===== src/rtl/alu_pkg.sv =====
// rtl/alu_pkg.sv - shared constants, state encoding and funct helpers for the ALU control slice
package alu_pkg;

  localparam logic [3:0] ALU_AND  = 4'b0000;
  localparam logic [3:0] ALU_OR   = 4'b0001;
  localparam logic [3:0] ALU_ADD  = 4'b0010;
  localparam logic [3:0] ALU_SUB  = 4'b0110;
  localparam logic [3:0] ALU_SLT  = 4'b0111;
  localparam logic [3:0] ALU_NOR  = 4'b1100;
  localparam logic [3:0] ALU_NONE = 4'b1111;

  localparam logic [1:0] ALUOP_LWSW = 2'b00;
  localparam logic [1:0] ALUOP_BEQ  = 2'b01;

  localparam logic [5:0] FN_ADD   = 6'b100000;
  localparam logic [5:0] FN_SUB   = 6'b100010;
  localparam logic [5:0] FN_AND   = 6'b100100;
  localparam logic [5:0] FN_OR    = 6'b100101;
  localparam logic [5:0] FN_NOR   = 6'b100111;
  localparam logic [5:0] FN_SLT   = 6'b101010;
  localparam logic [5:0] FN_MFHI  = 6'b010000;
  localparam logic [5:0] FN_MTHI  = 6'b010001;
  localparam logic [5:0] FN_MFLO  = 6'b010010;
  localparam logic [5:0] FN_MTLO  = 6'b010011;
  localparam logic [5:0] FN_MULT  = 6'b011000;
  localparam logic [5:0] FN_MULTU = 6'b011001;
  localparam logic [5:0] FN_DIV   = 6'b011010;
  localparam logic [5:0] FN_DIVU  = 6'b011011;

  typedef enum logic [2:0] {
    ST_IDLE,
    ST_MUL,
    ST_DIV,
    ST_FIX,
    ST_DONE
  } md_state_e;

  function automatic logic is_muldiv(input logic [5:0] fn);
    return (fn == FN_MULT) || (fn == FN_MULTU) || (fn == FN_DIV) || (fn == FN_DIVU);
  endfunction

  function automatic logic is_hilo(input logic [5:0] fn);
    return (fn == FN_MFHI) || (fn == FN_MFLO) || (fn == FN_MTHI) || (fn == FN_MTLO);
  endfunction

endpackage


===== src/rtl/muldiv_engine.sv =====
// rtl/muldiv_engine.sv - iterative shift-add multiplier / restoring divider with sign fix-up
module muldiv_engine
  import alu_pkg::*;
#(
  parameter int WIDTH = 32,
  parameter int CNT_W = $clog2(WIDTH) + 1
) (
  input  logic             clk,
  input  logic             rst_n,
  input  logic             start,
  input  logic             start_div,
  input  logic             start_signed,
  input  logic [WIDTH-1:0] op_a,
  input  logic [WIDTH-1:0] op_b,
  output logic             idle,
  output logic             busy,
  output logic             done,
  output logic             res_wr,
  output logic [WIDTH-1:0] res_hi,
  output logic [WIDTH-1:0] res_lo
);

  md_state_e          state;
  logic [CNT_W-1:0]   cnt;
  logic [2*WIDTH-1:0] acc;
  logic [WIDTH-1:0]   opnd;
  logic               is_div;
  logic               is_signed;
  logic               sign_a;
  logic               sign_b;
  logic               b_zero;

  logic [WIDTH:0]     mul_sum;
  logic [WIDTH:0]     div_shift;
  logic [WIDTH:0]     div_diff;
  logic [2*WIDTH-1:0] prod_fix;
  logic [WIDTH-1:0]   q_fix;
  logic [WIDTH-1:0]   r_fix;
  logic               neg_q;
  logic               neg_r;

  function automatic logic [WIDTH-1:0] abs_val(input logic [WIDTH-1:0] v, input logic sgn);
    return (sgn && v[WIDTH-1]) ? -v : v;
  endfunction

  assign idle   = (state == ST_IDLE);
  assign res_wr = (state == ST_FIX);

  // Accumulator layout: MUL keeps {partial product, multiplier}; DIV keeps {remainder, quotient}.
  always_comb begin
    mul_sum   = {1'b0, acc[2*WIDTH-1:WIDTH]} + (acc[0] ? {1'b0, opnd} : '0);
    div_shift = {acc[2*WIDTH-1:WIDTH], acc[WIDTH-1]};
    div_diff  = div_shift - {1'b0, opnd};
    neg_q     = is_signed && (sign_a ^ sign_b);
    neg_r     = is_signed && sign_a;
    prod_fix  = neg_q ? -acc : acc;
    q_fix     = neg_q ? -acc[WIDTH-1:0] : acc[WIDTH-1:0];
    r_fix     = neg_r ? -acc[2*WIDTH-1:WIDTH] : acc[2*WIDTH-1:WIDTH];
    if (is_div) begin
      res_hi = r_fix;
      res_lo = b_zero ? '1 : q_fix;
    end else begin
      res_hi = prod_fix[2*WIDTH-1:WIDTH];
      res_lo = prod_fix[WIDTH-1:0];
    end
  end

  always_ff @(posedge clk) begin
    if (!rst_n) begin
      state     <= ST_IDLE;
      cnt       <= '0;
      acc       <= '0;
      opnd      <= '0;
      is_div    <= 1'b0;
      is_signed <= 1'b0;
      sign_a    <= 1'b0;
      sign_b    <= 1'b0;
      b_zero    <= 1'b0;
      busy      <= 1'b0;
      done      <= 1'b0;
    end else begin
      case (state)
        ST_IDLE: begin
          done <= 1'b0;
          if (start) begin
            acc       <= {{WIDTH{1'b0}}, abs_val(op_a, start_signed)};
            opnd      <= abs_val(op_b, start_signed);
            is_div    <= start_div;
            is_signed <= start_signed;
            sign_a    <= op_a[WIDTH-1];
            sign_b    <= op_b[WIDTH-1];
            b_zero    <= (op_b == '0);
            cnt       <= CNT_W'(WIDTH);
            busy      <= 1'b1;
            state     <= start_div ? ST_DIV : ST_MUL;
          end
        end
        ST_MUL: begin
          acc <= {mul_sum, acc[WIDTH-1:1]};
          cnt <= cnt - CNT_W'(1);
          if (cnt == CNT_W'(1)) state <= ST_FIX;
        end
        ST_DIV: begin
          if (!div_diff[WIDTH]) acc <= {div_diff[WIDTH-1:0], acc[WIDTH-2:0], 1'b1};
          else                  acc <= {div_shift[WIDTH-1:0], acc[WIDTH-2:0], 1'b0};
          cnt <= cnt - CNT_W'(1);
          if (cnt == CNT_W'(1)) state <= ST_FIX;
        end
        ST_FIX: begin
          done  <= 1'b1;
          state <= ST_DONE;
        end
        ST_DONE: begin
          done  <= 1'b0;
          busy  <= 1'b0;
          state <= ST_IDLE;
        end
        default: begin
          busy  <= 1'b0;
          done  <= 1'b0;
          state <= ST_IDLE;
        end
      endcase
    end
  end

endmodule


===== src/rtl/alu_muldiv_ctrl.sv =====
// rtl/alu_muldiv_ctrl.sv - ALU select decode, HI/LO registers and pipeline stall for mul/div
module alu_muldiv_ctrl
  import alu_pkg::*;
#(
  parameter int WIDTH = 32,
  parameter int CNT_W = $clog2(WIDTH) + 1
) (
  input  logic             clk,
  input  logic             rst_n,
  input  logic [1:0]       alu_op,
  input  logic [5:0]       fn_field,
  input  logic             issue,
  input  logic [WIDTH-1:0] op_a,
  input  logic [WIDTH-1:0] op_b,
  output logic [3:0]       alu_ctrl,
  output logic             illegal,
  output logic [WIDTH-1:0] hilo_out,
  output logic             busy,
  output logic             stall,
  output logic             done
);

  logic             rtype;
  logic             md_fn;
  logic             hl_fn;
  logic             start;
  logic             idle;
  logic             res_wr;
  logic [WIDTH-1:0] res_hi;
  logic [WIDTH-1:0] res_lo;
  logic [WIDTH-1:0] hi;
  logic [WIDTH-1:0] lo;

  assign rtype = alu_op[1];
  assign md_fn = rtype && is_muldiv(fn_field);
  assign hl_fn = rtype && is_hilo(fn_field);
  assign start = issue && md_fn && idle;
  // An issue of any HI/LO-touching op while the engine is working must re-present later.
  assign stall = busy || (issue && (md_fn || hl_fn) && !idle) || start;

  always_comb begin
    alu_ctrl = ALU_NONE;
    illegal  = 1'b0;
    case (alu_op)
      ALUOP_LWSW: alu_ctrl = ALU_ADD;
      ALUOP_BEQ:  alu_ctrl = ALU_SUB;
      default: begin
        case (fn_field)
          FN_ADD: alu_ctrl = ALU_ADD;
          FN_SUB: alu_ctrl = ALU_SUB;
          FN_AND: alu_ctrl = ALU_AND;
          FN_OR:  alu_ctrl = ALU_OR;
          FN_NOR: alu_ctrl = ALU_NOR;
          FN_SLT: alu_ctrl = ALU_SLT;
          default: illegal = !(is_muldiv(fn_field) || is_hilo(fn_field));
        endcase
      end
    endcase
  end

  always_comb begin
    hilo_out = '0;
    if (rtype && fn_field == FN_MFHI) hilo_out = hi;
    else if (rtype && fn_field == FN_MFLO) hilo_out = lo;
  end

  always_ff @(posedge clk) begin
    if (!rst_n) begin
      hi <= '0;
      lo <= '0;
    end else if (res_wr) begin
      hi <= res_hi;
      lo <= res_lo;
    end else if (issue && idle && rtype) begin
      if (fn_field == FN_MTHI) hi <= op_a;
      if (fn_field == FN_MTLO) lo <= op_a;
    end
  end

  muldiv_engine #(
    .WIDTH(WIDTH),
    .CNT_W(CNT_W)
  ) u_engine (
    .clk         (clk),
    .rst_n       (rst_n),
    .start       (start),
    .start_div   (fn_field[1]),
    .start_signed(!fn_field[0]),
    .op_a        (op_a),
    .op_b        (op_b),
    .idle        (idle),
    .busy        (busy),
    .done        (done),
    .res_wr      (res_wr),
    .res_hi      (res_hi),
    .res_lo      (res_lo)
  );

endmodule


===== config.mk =====
export PLATFORM = sky130hd
export DESIGN_NAME = alu_muldiv_ctrl
export DESIGN_NICKNAME = d
export VERILOG_FILES = /design/src/rtl/alu_pkg.sv /design/src/rtl/muldiv_engine.sv /design/src/rtl/alu_muldiv_ctrl.sv
export SDC_FILE = /design/constraint.sdc
export NUM_CORES = 1
export LEC_CHECK = 0
export ABC_AREA = 0
export BUFFER_PORTS_ARGS = -buffer_cell sky130_fd_sc_hd__buf_4
export CAP_MARGIN = 15
export CORE_MARGIN = 5
export CORE_UTILIZATION = 57
export CTS_BUF_LIST = sky130_fd_sc_hd__clkbuf_8
export CTS_CLUSTER_SIZE = 40
export DETAILED_ROUTE_END_ITERATION = 10
export HOLD_SLACK_MARGIN = 0.08
export PLACE_DENSITY = 0.77
export RECOVER_POWER = 25
export SLEW_MARGIN = 10
export SYNTH_ARGS = -nofsm -noshare
export SYNTH_HDL_FRONTEND = slang
export SYNTH_SLANG_ARGS = --single-unit

===== constraint.sdc =====
create_clock -name clk -period 3.4 [get_ports clk]
set_input_delay 0.34 -clock clk [delete_from_list [all_inputs] [get_ports clk]]
set_output_delay 0.34 -clock clk [all_outputs]
set_load 0.03 [all_outputs]

==> Yosys cells after proc, flatten, opt, wreduce, memory -nomap -nowiden <==
Index checks and enable logic that the tools add are counted.
{ "totals": {"wordCells": 123, "ff_bits": 176, "output_inout_bits": 40} }
{ "op_classes": {"eq_ne": 21, "add_sub_neg": 8, "n_reduce_logical": 46, "bitwise": 2, "muxes": 33} }
{ "ops": {"columns": ["operator", "count"], "rows": [
  ["two-way mux 32 bit", 16],
  ["two-way mux 64 bit", 3],
  ["one-hot mux 64 bit (3 select lines)", 1],
  ["negator 32 bit", 4],
  ["negator 64 bit", 1],
  ["equality test 6 x 5 -> 1 bit (second input constant)", 8],
  ["equality test 6 bit (second input constant)", 6],
  ["adder 32 x 33 -> 33 bit", 1],
  ["subtractor 33 x 32 -> 33 bit", 1],
  ["logical NOT 32 bit", 1],
  ["one-hot mux 4 bit (6 select lines)", 1],
  ["logical AND 1 bit", 14],
  ["AND reduction 2 bit", 7],
  ["one-hot mux 6 bit (2 select lines)", 1],
  ["logical OR 1 bit", 10],
  ["one-hot mux 3 bit (3 select lines)", 1],
  ["one-hot mux 4 bit (2 select lines)", 1],
  ["nonzero test 2 bit", 4],
  ["equality test 3 x 2 -> 1 bit (second input constant)", 2],
  ["equality test 6 x 1 -> 1 bit (second input constant)", 1],
  ["two-way mux 3 bit", 2],
  ["two-way mux 6 bit", 1],
  ["OR reduction 6 bit", 1],
  ["subtractor 6 x 1 -> 6 bit (second input constant)", 1],
  ["other kinds (15)", 21]
]} }

==> Longest topological paths before layout <==
Gate-level depths: netlist of run 1.
{ "depth": {"depth_word": 10, "depth_mapped": 15, "ltp_nobuf": 14} }

==> By module <==
From an unflattened synthesis of run 1, not the netlist that was laid out.
{ "unflattened": {"hier_cells": 2126, "hier_area_um2": 15870.2} }
{ "by_module_without_submodules": {"columns": ["mod", "area_each_um2", "cells_each", "n_inst", "seq_area_each_um2"], "rows": [
  ["muldiv_engine", 11812.6, 1682, 1, 2242.2],
  ["alu_muldiv_ctrl", 4057.6, 444, 1, 1281.2]
]} }

==> Least setup slack after synthesis of run 1 <==
OpenSTA, ideal clock, no wires.
{ "synth_timing": {"path_type": "reg2reg", "from": "reg u_engine.acc[0]", "to": "reg u_engine.acc[61]", "n_path_buf": 1, "path_slack_ps": 250, "path_stages_with_launch": 14, "t_arrival_ps": 3044, "period_less_slack_ps": 3150, "cell_sequence": "dfxtp_1 > inv_1 > clkbuf_1 > nor2_1 > ha_1 > a21o_1 > a21oi_1 > a21oi_1 > o41ai_1 > nor3_1 > o22a_1 > or3_1 > a31o_2 > o311ai_0"} }
{ "synth_between": {"elab_chain_len": 3} }
{ "synth_rtl": {"columns": ["element", "line", "rtl"], "rows": [
  ["from (decl)", "muldiv_engine.sv:25", "logic [2*WIDTH-1:0] acc;"],
  ["from (signal assigned)", "muldiv_engine.sv:86", "acc <= {{WIDTH{1'b0}}, abs_val(op_a, start_signed)};"],
  ["from (signal assigned)", "muldiv_engine.sv:99", "acc <= {mul_sum, acc[WIDTH-1:1]};"],
  ["from (signal assigned)", "muldiv_engine.sv:104", "if (!div_diff[WIDTH]) acc <= {div_diff[WIDTH-1:0], acc[WIDTH-2:0], 1'b1};"],
  ["two-way mux 32 bit", "muldiv_engine.sv:51", "mul_sum = {1'b0, acc[2*WIDTH-1:WIDTH]} + (acc[0] ? {1'b0, opnd} : '0);"],
  ["adder 32 x 33 -> 33 bit", "muldiv_engine.sv:51", null],
  ["one-hot mux 64 bit (3 select lines)", "muldiv_engine.sv:82", "case (state)"]
]} }
Every way passes these cells.
A chain may end at the register's enable or synchronous reset.

==> Final worst setup path of run 1 <==
{ "layout_timing": {"from": "reg u_engine.opnd[0]", "to": "reg u_engine.acc[34]"} }
{ "layout_between": {"elab_chain_len": 3} }
{ "layout_rtl": {"columns": ["element", "line", "rtl"], "rows": [
  ["from (decl)", "muldiv_engine.sv:26", "logic [WIDTH-1:0] opnd;"],
  ["from (signal assigned)", "muldiv_engine.sv:87", "opnd <= abs_val(op_b, start_signed);"],
  ["subtractor 33 x 32 -> 33 bit or two-way mux 32 bit (tied branches)", "muldiv_engine.sv:53, muldiv_engine.sv:51", null],
  ["two-way mux 64 bit or adder 32 x 33 -> 33 bit (tied branches)", "muldiv_engine.sv:104, muldiv_engine.sv:51", null],
  ["one-hot mux 64 bit (3 select lines) *", "muldiv_engine.sv:82", null],
  ["to (signal assigned)", "muldiv_engine.sv:86", null],
  ["to (signal assigned)", "muldiv_engine.sv:104", null],
  ["to (signal assigned)", "muldiv_engine.sv:105", "else acc <= {div_shift[WIDTH-1:0], acc[WIDTH-2:0], 1'b0};"]
]} }
Mark *: on every way between the ends. The rest lies on a longest branch, timed or not.

==> flow_summary.yaml, run 1 <==
synthesis:
  ys_warn_count: 0
  async_flop_share_pct: 0
  ys_seq_elements: 176
  synth_top_area_share_pct: 24.39
  ys_top_cells_by_area: "dfxtp_1 24%, mux2i_1 7.8%, ha_1 6.1%"
  netlist_area_sq_um: 14450
  syn-num-nets: 2044
  ys.flop_type: "dfxtp_1"
  synthCells: 1897
  syn_avg_cell_area_sq_um: 7.617
  synth-seq-area-share_pct: 24.39
  synth_commonest_cells: "233 x nor2_1, 176 x dfxtp_1, 158 x a21oi_1"
  synth_top_area_cell: "dfxtp_1"
  yosysMostFrequentCell: "nor2_1"
  synth_edf_count: 0
  synthDistinctLibCells: 81
worst_setup_path:
  r2r_slack_ns: 0.08
  crit_chain: "ha_2 -> fa_2 -> nand2b_4 -> a21oi_4 -> nor4_2 -> o41a_1 -> o21ai_2 -> o2111ai_2 -> a31oi_4 -> xor2_4 -> clkbuf_16 -> mux2i_1 -> o22ai_1"
  path_buf_inv: 1
  cpPeakStageDelay_ns: 0.35
  cp_slowest_cell: "dfxtp_2"
  cp_max_fo: 13
  cp_top_family: "compound AO/OA/AOI/OAI gates"
  arrival_ns: 3.70
  r2r_start: "u_engine.opnd[0]$_SDFFE_PN0P_"
  crit_type: "reg2reg"
  reg2reg_to: "u_engine.acc[34]$_SDFFE_PN0P_"
  start_kind: "register"
  end_kind: "register"
  critPathLaunch: "u_engine.opnd[0]$_SDFFE_PN0P_"
  crit_required_ns: 3.78
  r2r_cells: 13
clocking:
  clock_latency_ns: 0.51
  cts_max_path_buffers: 2
  cts-hold-fix-buffers: 0
  clk_pin_slew_ns: 0.11
  cts-root-buf: "clkbuf_8"
  clkSinkCount: 176
  h-tree-depth: 4
  cts_buffers: 17
  cts_tree: "done"
die:
  coreArea_sq_um: 25040
  io_pins: 115
  dieArea_sq_um: 28630
  die_w_microns: 169.2
  start_util_pct: 57.71
  rows: 58
  fp.dieH_microns: 169.2
power:
  swShare_pct: 34.40
  p_per_area_nw_per_um2: 289.8
  power_frac_clock_pct: 32.6
  pwr-share-comb_pct: 22.8
  max-vdd-ir-drop_mv: 0.1939
  switching_power_mw: 1.632
  p_leak_nw: 6.909
  internal_power_mw: 3.112
  seq_power_share_pct: 44.6
  total_power_mw: 4.743
run_status:
  run_status: "finished, final reports clean"
timing:
  relSlewSlack_pct: 8.445
  clock.fmax_mhz: 300.8
  setup_violations: 0
  fin_hold_ws_ns: 0.1165
  fin_skew_ns: 0.03288
  period_minus_slack_ns: 3.325
  drv_slew: 0
  hold_viol: 0
  worstMarginPinSlew_ns: 1.373
  post-route-period-util_pct: 97.78
cells_and_area:
  fin_util_pct: 65.38
  stdcell_area_sq_um: 16370
  diodes: 0
  drive_gt1_share_pct: 12.80
  final_cells: 2330
  fill_cells: 2250
  nNetsFinal: 2134
  areaGrowthSynthToFinish_pct: 13.28
detailed_routing:
  wl_microns: 45740
  ant_nets: 0
  drc: 0
  drtIter0Drc: 1434
  routed_via_density: 6.447
  dr.pass1.iters: 6
  routedWlPerCell_microns: 19.63
  vias: 15020
placement:
  port_buffers: 114
  gp_congestion: 1.011
  placed_cell_area_sq_um: 15900
  post-dp-hpwl_microns: 33120
  dpl.cell_count: 2289
hold_path:
  min_to: "u_engine.opnd[1]$_SDFFE_PN0P_"
  holdPathStages: 3
  hp-class: "in2reg"
  hp-start: "op_b[1]"
global_routing:
  grt_max_degree: 82
  antenna_found_initial: 0
  grt_pass1_wl_microns: 72800
  grt_pass1_vias: 14330
  track_usage_pct: 30.65
  grt.overflow.total: 0
flow_run:
  drv_cap: 0
-- how the worst max path moves through the flow --
stage,endpoint,cells past startpoint
final,u_engine.acc[34]$_SDFFE_PN0P_,13
after global routing,u_engine.acc[48]$_SDFFE_PN0P_,14
after CTS,u_engine.acc[48]$_SDFFE_PN0P_,14
after detailed placement,u_engine.acc[48]$_SDFFE_PN0P_,14
after global placement,u_engine.acc[59]$_SDFFE_PN0P_,15
after floorplan,u_engine.acc[61]$_SDFFE_PN0P_,13
-- cells by family after synthesis --
| kind of cell | share of synthesized area (%) |
|---|---|
| AOI/OAI and AO/OA | 27.10 |
| and+or+nand+nor | 17.88 |
| buffers and inverters | 5.499 |
| DFF | 24.39 |
| xor gates and xnor gates | 10.74 |
| muxes | 8.062 |
| adders and majority gates | 6.339 |
-- layer usage --
metal	vias up	track usage (%)	wire length [microns]
li1	7106	-	-
met1	7065	39.66	19150
met2	722	51.91	21240
met3	129	4.729	3791
met4	0	11.27	1560
met5	-	0	0
-- through the flow --
| step | setup slack [ns] | TNS (ns) |
|---|---|---|
| 6_report | 0.07542 | 0 |
| 5_1_grt | -0.04341 | -0.4324 |
| 4_1_cts | 0.003170 | 0 |
| 3_5_place_dp | 0.03722 | 0 |
| 3_3_place_gp | 0.08030 | 0 |
| 2_1_floorplan | 0.2503 | 0 |
-- worst register-to-register path, cell delays in order (launching register included) --
cell	delay [ns]
dfxtp_2	0.35
ha_2	0.20
fa_2	0.35
nand2b_4	0.16
a21oi_4	0.16
nor4_2	0.06
o41a_1	0.35
o21ai_2	0.21
o2111ai_2	0.20
a31oi_4	0.30
xor2_4	0.33
clkbuf_16	0.26
mux2i_1	0.19
o22ai_1	0.10
-- registers in the layout, indices dropped and copies added, names as in the netlist --
register / flops
u_engine.cnt: 6
u_engine.state: 3
u_engine.b_zero: 1
hi: 32
u_engine.opnd: 32
lo: 32
u_engine.is_signed: 1
u_engine.is_div: 1
u_engine.busy: 1
u_engine.done: 1
u_engine.sign_a: 1
u_engine.sign_b: 1
u_engine.acc: 64
-- layout by cell type (no fill, tap or decap), types with 60 or more instances in the layout --
cell type,n
ha_1,68
nor2_1,231
mux2i_1,113
dfxtp_1,172
nand2_1,124
inv_1,64
a211oi_1,61
a221oi_1,60
xor2_1,93
o21ai_0,111
buf_4,160
a21oi_1,156
xnor2_1,81
-- layout make-up --
| type | count | area [sq um] | share of cell area [%] |
|---|---|---|---|
| clock buffers | 17 | 234.0 | 1.429 |
| well taps | 330 | 412.9 | 2.523 |
| clock inverters | 15 | 172.7 | 1.055 |
| multi-input cells | 1518 | 10230 | 62.53 |
| inverters | 67 | 254.0 | 1.552 |
| flip-flops and latches | 176 | 3528 | 21.56 |
| repair buffers | 207 | 1531 | 9.356 |
-- power groups by stage --
stage / Combinational, mW / Clock [mW] / Sequential, mW
CTS: 0.983 / 1.54 / 2.12
global route: 1.16 / 1.62 / 2.12
detailed placement: 0.978 / 0 / 2.16
finish: 1.08 / 1.55 / 2.12
floorplan: 0.668 / 0 / 2.15
global placement: 0.964 / 0 / 2.16
-- what timing repair did --
action / 4_1_cts / 5_1_grt
setup buffers: 0 / 6
endpoints found under the setup margin: 0 / 38
resized for setup: 0 / 25
(Power assumes the default switching activity.)
==> run 2, diff against run 1 <==
--- a/config.mk
+++ b/config.mk
@@ -9,14 +9,15 @@
 export BUFFER_PORTS_ARGS = -buffer_cell sky130_fd_sc_hd__buf_4
 export CAP_MARGIN = 15
 export CORE_MARGIN = 5
-export CORE_UTILIZATION = 57
+export CORE_UTILIZATION = 58
 export CTS_BUF_LIST = sky130_fd_sc_hd__clkbuf_8
 export CTS_CLUSTER_SIZE = 40
 export DETAILED_ROUTE_END_ITERATION = 10
 export HOLD_SLACK_MARGIN = 0.08
-export PLACE_DENSITY = 0.77
+export PLACE_DENSITY = 0.78
 export RECOVER_POWER = 25
 export SLEW_MARGIN = 10
 export SYNTH_ARGS = -nofsm -noshare
 export SYNTH_HDL_FRONTEND = slang
+export SYNTH_HIERARCHICAL = 1
 export SYNTH_SLANG_ARGS = --single-unit
==> flow_summary.yaml, run 2 <==
run_status:
  run_status: "finished, final reports clean"
detailed_routing:
  drtIter0Drc: 2081
  dr.pass1.iters: 6
  routed_via_density: 6.729
  wl_microns: 54890
  vias: 17430
  routedWlPerCell_microns: 21.19
  drc: 0
  ant_nets: 0
worst_setup_path:
  cp_slowest_cell: "or4_1"
  arrival_ns: 3.72
  end_kind: "register"
  crit_chain: "inv_1 -> ha_1 -> nor2b_1 -> o31a_1 -> o311ai_0 -> nand3_1 -> a221o_1 -> and4_1 -> or4_1 -> a21oi_1"
  cp_max_fo: 4
  crit_required_ns: 3.81
  start_kind: "register"
  cpPeakStageDelay_ns: 0.52
  crit_type: "reg2reg"
timing:
  fin_skew_ns: 0.02428
  hold_viol: 0
  drv_slew: 0
  post-route-period-util_pct: 97.23
  clock.fmax_mhz: 302.5
  rsz0062_at_grt: "yes"
  setup_violations: 0
  worstMarginPinSlew_ns: 1.380
  relSlewSlack_pct: 7.981
  period_minus_slack_ns: 3.306
power:
  p_leak_nw: 7.394
  max-vdd-ir-drop_mv: 0.1957
  total_power_mw: 5.156
  p_per_area_nw_per_um2: 289.1
cells_and_area:
  final_cell_mix: "256 x nor2_1, 212 x buf_4, 178 x nand2_1"
  areaGrowthSynthToFinish_pct: 12.38
  diodes: 0
  stdcell_area_sq_um: 17830
  nNetsFinal: 2383
  drive_gt1_share_pct: 15.92
  final_common_cell: "nor2_1"
  largest_register_ffs: 64
  fill_cells: 2404
  top_register: "u_engine/acc"
flow_run:
  drv_cap: 0
clocking:
  cts_max_path_buffers: 2
  cts-hold-fix-buffers: 0
  clock_latency_ns: 0.49
  clk_pin_slew_ns: 0.11
  cts_buffers: 17
  cts_tree: "done"
  cts-root-buf: "clkbuf_8"
  clkSinkCount: 176
  h-tree-depth: 4
synthesis:
  synth_top_area_cell: "dfxtp_1"
  synth_top_family_by_area: "compound AO/OA/AOI/OAI gates"
  syn-num-nets: 2273
  yosysMostFrequentCell: "nor2_1"
  synthXorXnorAreaFrac_pct: 8.988
  ys_warn_count: 6
  synth_edf_count: 0
  synth_commonest_cells: "258 x nor2_1, 179 x nand2_1, 176 x dfxtp_1"
  ys_top_cells_by_area: "dfxtp_1 22%, nor2_1 6.1%, ha_1 5.5%"
  ys_seq_elements: 176
  synth_top_area_share_pct: 22.20
  syn_avg_cell_area_sq_um: 7.465
  netlist_area_sq_um: 15870
  synthSimpleGateAreaFrac_pct: 19.52
  post_synth_fa_ha_maj_area_fraction_pct: 5.771
  ys.flop_type: "dfxtp_1"
  synthCells: 2126
  synth-seq-area-share_pct: 22.20
  synth-compound-area-share_pct: 32.08
  synthDistinctLibCells: 89
  synth_mux_area_share_pct: 3.587
  async_flop_share_pct: 0
global_routing:
  track_usage_pct: 33.72
  antenna_found_initial: 0
  grt.overflow.total: 0
  grt_pass1_wl_microns: 85570
  grt_pass1_vias: 16230
  grt_max_degree: 97
die:
  die_w_microns: 175.4
  io_pins: 115
  start_util_pct: 58.89
  fp.dieH_microns: 175.4
  coreArea_sq_um: 26950
  dieArea_sq_um: 30770
  rows: 60
placement:
  post-dp-hpwl_microns: 40130
  placed_cell_area_sq_um: 17400
  gp_congestion: 0.9671
  port_buffers: 114
hold_path:
  hp-class: "in2reg"
==> run 2: final cells by class <==
type | count | area [sq um] | area share [%]
multi-input cells | 1697 | 11280 | 63.26
flip-flops and latches | 176 | 3533 | 19.81
repair buffers | 259 | 1889 | 10.59
well taps | 341 | 426.7 | 2.392
inverters | 85 | 324.1 | 1.817
clock buffers | 17 | 234.0 | 1.312
clock inverters | 15 | 145.1 | 0.8138
==> run 2: stage by stage <==
stage | worst slack (ns) | hold WS, ns | std cells | utilization, % | setup TNS, ns
2_1_floorplan | 0.1639 | 0.4319 | 2126 | - | 0
3_3_place_gp | 0.08741 | 0.4438 | 2553 | 64.56 | 0
3_5_place_dp | -0.03030 | 0.4625 | 2553 | 64.56 | -0.03030
4_1_cts | 0.05446 | 0.1125 | 2585 | 66.01 | 0
5_1_grt | -0.09241 | 0.1094 | 2590 | 66.17 | -0.1641
6_report | 0.09411 | 0.1280 | 2590 | 66.17 | 0
==> run 2: path summary, 6_finish.rpt <==
| path | start | slack, ns | to | cells past startpoint |
|---|---|---|---|---|
| hold / removal | op_b[31] | 0.13 | u_engine/sign_b$_SDFFE_PN0P_ | 3 |
| setup reg to reg | u_engine/opnd[1]$_SDFFE_PN0P_ | 0.09 | u_engine/acc[57]$_SDFFE_PN0P_ | 10 |
| hold reg to reg | u_engine/opnd[31]$_SDFFE_PN0P_ | 0.48 | u_engine/opnd[31]$_SDFFE_PN0P_ | 2 |
| setup / recovery | u_engine/opnd[1]$_SDFFE_PN0P_ | 0.09 | u_engine/acc[57]$_SDFFE_PN0P_ | 10 |
==> run 2: kinds of logic after synthesis <==
group | Yosys count
buffers and inverters | 253
DFF | 176
xor gates and xnor gates | 162
adders and majority gates | 72
muxes | 55
AOI/OAI and AO/OA | 746
and+or+nand+nor | 662
==> run 2: routing by layer <==
layer / global-route usage, % / vias up / part of all wire [%]
li1: - / 8064 / -
met1: 43.42 / 8136 / 40
met2: 56.03 / 1071 / 46
met3: 4.821 / 158 / 9.6
met4: 15.59 / 0 / 4.6
met5: 0 / - / 0
==> run 2: power breakdown <==
| part | switching [mW] | internal, mW | total, mW |
|---|---|---|---|
| clock | 0.960 | 0.541 | 1.50 |
| combinational | 0.878 | 0.639 | 1.52 |
| sequential | 0.0415 | 2.10 | 2.14 |
| total | 1.88 | 3.28 | 5.16 |
==> run 2: worst max-delay path: cells and delay by family, from the launching register on <==
family                   cells  cell delay, ns
AO/OA/AOI/OAI                4            1.24
adder cells (fa/ha/maj)      1            0.27
buffers and inverters        1            0.08
flip-flops                   1            0.49
AND/OR/NAND/NOR              4            1.15
==> run 2: what timing repair did <==
| item | in CTS | in global routing |
|---|---|---|
| setup endpoints to repair | 4 | 29 |
| hold endpoints to repair | 0 | 0 |
| pin swaps | 0 | 12 |
| gates cloned | 0 | 1 |
| resized for setup | 3 | 36 |
| buffers inserted | 0 | 4 |
